File: src/rtl/design_2.sv
// design_2: registered WIDTH-bit ripple-carry adder with one output register stage.
// Optional two's-complement overflow output is built when DESIGN_2_OVF_EN is defined.
module design_2 #(
    parameter int WIDTH = 4
) (
    input  logic             clk,
    input  logic             rst,
    input  logic [WIDTH-1:0] A,
    input  logic [WIDTH-1:0] B,
    input  logic             CIN,
    output logic [WIDTH-1:0] SUM,
    output logic             COUT
`ifdef DESIGN_2_OVF_EN
    ,
    output logic             OVF
`endif
);

    logic [WIDTH:0]   c;
    logic [WIDTH-1:0] s;

    logic [WIDTH-1:0] sum_d;
    logic [WIDTH-1:0] sum_q;
    logic             cout_d;
    logic             cout_q;

    // One full-adder cell per bit; carries ripple from bit 0 upward, no lookahead.
    always_comb begin
        c    = '0;
        s    = '0;
        c[0] = CIN;
        for (int i = 0; i < WIDTH; i++) begin
            s[i]   = A[i] ^ B[i] ^ c[i];
            c[i+1] = (A[i] & B[i]) | (c[i] & (A[i] ^ B[i]));
        end
    end

    always_comb begin
        sum_d  = s;
        cout_d = c[WIDTH];
    end

    always_ff @(posedge clk) begin
        if (rst) begin
            sum_q  <= '0;
            cout_q <= 1'b0;
        end else begin
            sum_q  <= sum_d;
            cout_q <= cout_d;
        end
    end

    assign SUM  = sum_q;
    assign COUT = cout_q;

`ifdef DESIGN_2_OVF_EN
    logic ovf_d;
    logic ovf_q;

    // Signed overflow: carry into the sign bit differs from carry out of it.
    always_comb begin
        ovf_d = c[WIDTH] ^ c[WIDTH-1];
    end

    always_ff @(posedge clk) begin
        if (rst) begin
            ovf_q <= 1'b0;
        end else begin
            ovf_q <= ovf_d;
        end
    end

    assign OVF = ovf_q;
`endif

endmodule

File: config.mk
export PLATFORM = sky130hd
export DESIGN_NAME = design_2
export DESIGN_NICKNAME = d
export VERILOG_FILES = /design/src/rtl/design_2.sv
export SDC_FILE = /design/constraint.sdc
export NUM_CORES = 1
export LEC_CHECK = 0
export BUFFER_PORTS_ARGS = -buffer_cell sky130_fd_sc_hd__buf_2
export CORE_AREA = 2 2 39 41
export DETAILED_ROUTE_END_ITERATION = 12
export DIE_AREA = 0 0 41 43
export SLEW_MARGIN = 20
export SYNTH_ARGS = -nofsm -noshare
export SYNTH_HDL_FRONTEND = slang
export SYNTH_SLANG_ARGS = --single-unit
File: constraint.sdc
create_clock -name clk -period 2.5 [get_ports clk]
set_clock_uncertainty 0.2 [all_clocks]
set_input_delay 0.125 -clock clk [delete_from_list [all_inputs] [get_ports clk]]
set_output_delay 0.125 -clock clk [all_outputs]
set_load 0.02 [all_outputs]
==> qor.yml <==
status: "finished clean"
dp_hpwl_um: 336
clock-sinks: 5
post-place-ws_ns: 0.375
fin_util: 0.261
vias_per_cell: 3.30
seqCellArea_um2: 100
fin_ws_ns: 0.633
path_clk_slew_ns: 0.04
clockBufferDepth: 2
post-place-cells: 52
rows: 14
port_buffers: 15
cts_tree: "built"
wirelength_um: 386
cp_cell_sequence: "buf_2, fa_1, inv_1, fa_1, inv_1, fa_1, inv_1, fa_1, nor2_1"
cts-buffers-inserted: 3
drtAntennaViolNets: 0
syn_nets: 36
die_h_um: 43
worst-endpoint-required_ns: 2.48
holdWs_ns: 0.0552
static-leakage-power_nw: 0.201
grt_busiest_layer: "met4"
firstDrtPassIters: 1
grt_antenna_before_repair: 0
ios: 16
max_freq_ghz: 0.536
final_cell_count_no_fill: 57
htreeDepth: 1
multiInputGateArea_um2: 104
synth_cell_types: 5
drt-wirelength-per-cell_um: 6.77
finalHoldViolCount: 0
use_met2: 0.0750
drc: 0
initial_utilization: 0.166
gr-total-overflow: 0
grt_usage: 0.0627
finalCritPeriodShare: 0.747
fin_crit_ns: 1.87
rsz0062_at_grt: "no"
cts_resized: 0
grt_pass1_wl_um: 593
cp_top_family: "adder cells"
slew_headroom: 0.928
synthToLayoutAreaGrowth_pct: 57.1
critPathArrivalTime_ns: 1.84
critical_path.max_fanout: 1
grt_max_degree: 6
cp-start-kind: "primary input"
worstMarginPinSlew_ns: 0.109
yosysWarnings: 0
finalPower_mw: 0.232
via_count: 188
num-fill-cells: 155
syn_avg_cell_area_um2: 11.0
root_buffer: "clkbuf_4"
cpPeakStageDelay_ns: 0.41
use_met1: 0.0428
fin_area_um2: 362
place.gp.congestion: 0.576
syn_inst: 21
worstHoldPathType: "primary input to flip-flop"
setup_viol: 0
ys_seq_area_frac: 0.435
ys_seq_elements: 5
placed_cell_area_um2: 325
cp_slowest_cell: "fa_1"
cp_num_buf_inv: 4
drv_slew: 0
first_iter_violations: 0
fin_nets: 57
die_w_um: 41
powerDensity_nw_per_um2: 640
crit_type: "primary input to flip-flop"
vdd_drop_max_v: 0.000123
antenna_cells: 0
grt_pass1_vias: 172
drive_gt1_frac: 0.439
die-area_um2: 1760
endpoint_kind: "flip-flop"
netlist_area_um2: 230
cp_common_cell: "fa_1"
cap_violations: 0
core-area_um2: 1380
gr-usage-met3: 0.00524
fin_tns_setup_ns: 0
flip-flops by register name, summed over array words and instances, names as in the netlist:
signal  flops
SUM         4
COUT        1
placed cells by master, fill, tap and decap left out:
cell type,synthesis,routed
buf_2,0,15
dlygate4sd3_1,0,1
nor2b_1,2,2
fa_1,4,4
nor2_1,3,3
clkbuf_4,0,3
dfxtp_1,5,5
clkbuf_1,0,1
inv_1,7,7
metal layers:
layer	vias to the layer above	share of wire
met5	-	0
met4	0	0.036
met3	2	0.15
met2	12	0.50
met1	78	0.31
li1	96	-
timing repair:
| item | 4_1_cts | 5_1_grt |
|---|---|---|
| buffers inserted | 0 | 0 |
| hold endpoints to repair | 5 | 0 |
| hold buffers | 1 | 0 |
cell families (layout without fill, tap and decap cells):
logic type    count (synthesis)  count (layout)  share of synthesized area
fa+ha+maj                     4               4                      0.348
buf+inv                       7              27                      0.114
flops                         5               5                      0.435
simple gates                  5               5                      0.103
layout make-up:
type,instances,area share
multi-input cells,9,0.287
clock buffers,4,0.0727
inverters,7,0.0727
flip-flops and latches,5,0.277
repair buffers,16,0.235
well taps,16,0.0554
path summary, 6_finish.rpt:
path	startpoint	endpoint	slack [ns]	depth (start not counted)
min	CIN	SUM[0]	0.06	3
max	A[0]	SUM[3]	0.63	9
worst min-delay path: stages:
cell     delay, ns
buf_2         0.09
fa_1          0.14
nor2b_1       0.11
cells in the mapped netlist, drive strengths merged:
cell	instances	area share
fa	4	0.35
nor2	3	0.049
nor2b	2	0.054
dfxtp	5	0.43
inv	7	0.11
report_power, final:
group | internal [mW] | switching [mW] | total [mW]
Sequential | 0.0891 | 0.00158 | 0.0907
Clock | 0.0602 | 0.0306 | 0.0908
Combinational | 0.0223 | 0.0279 | 0.0501
Total | 0.172 | 0.0600 | 0.232
Note: power is estimated with default switching activity, not from simulation.
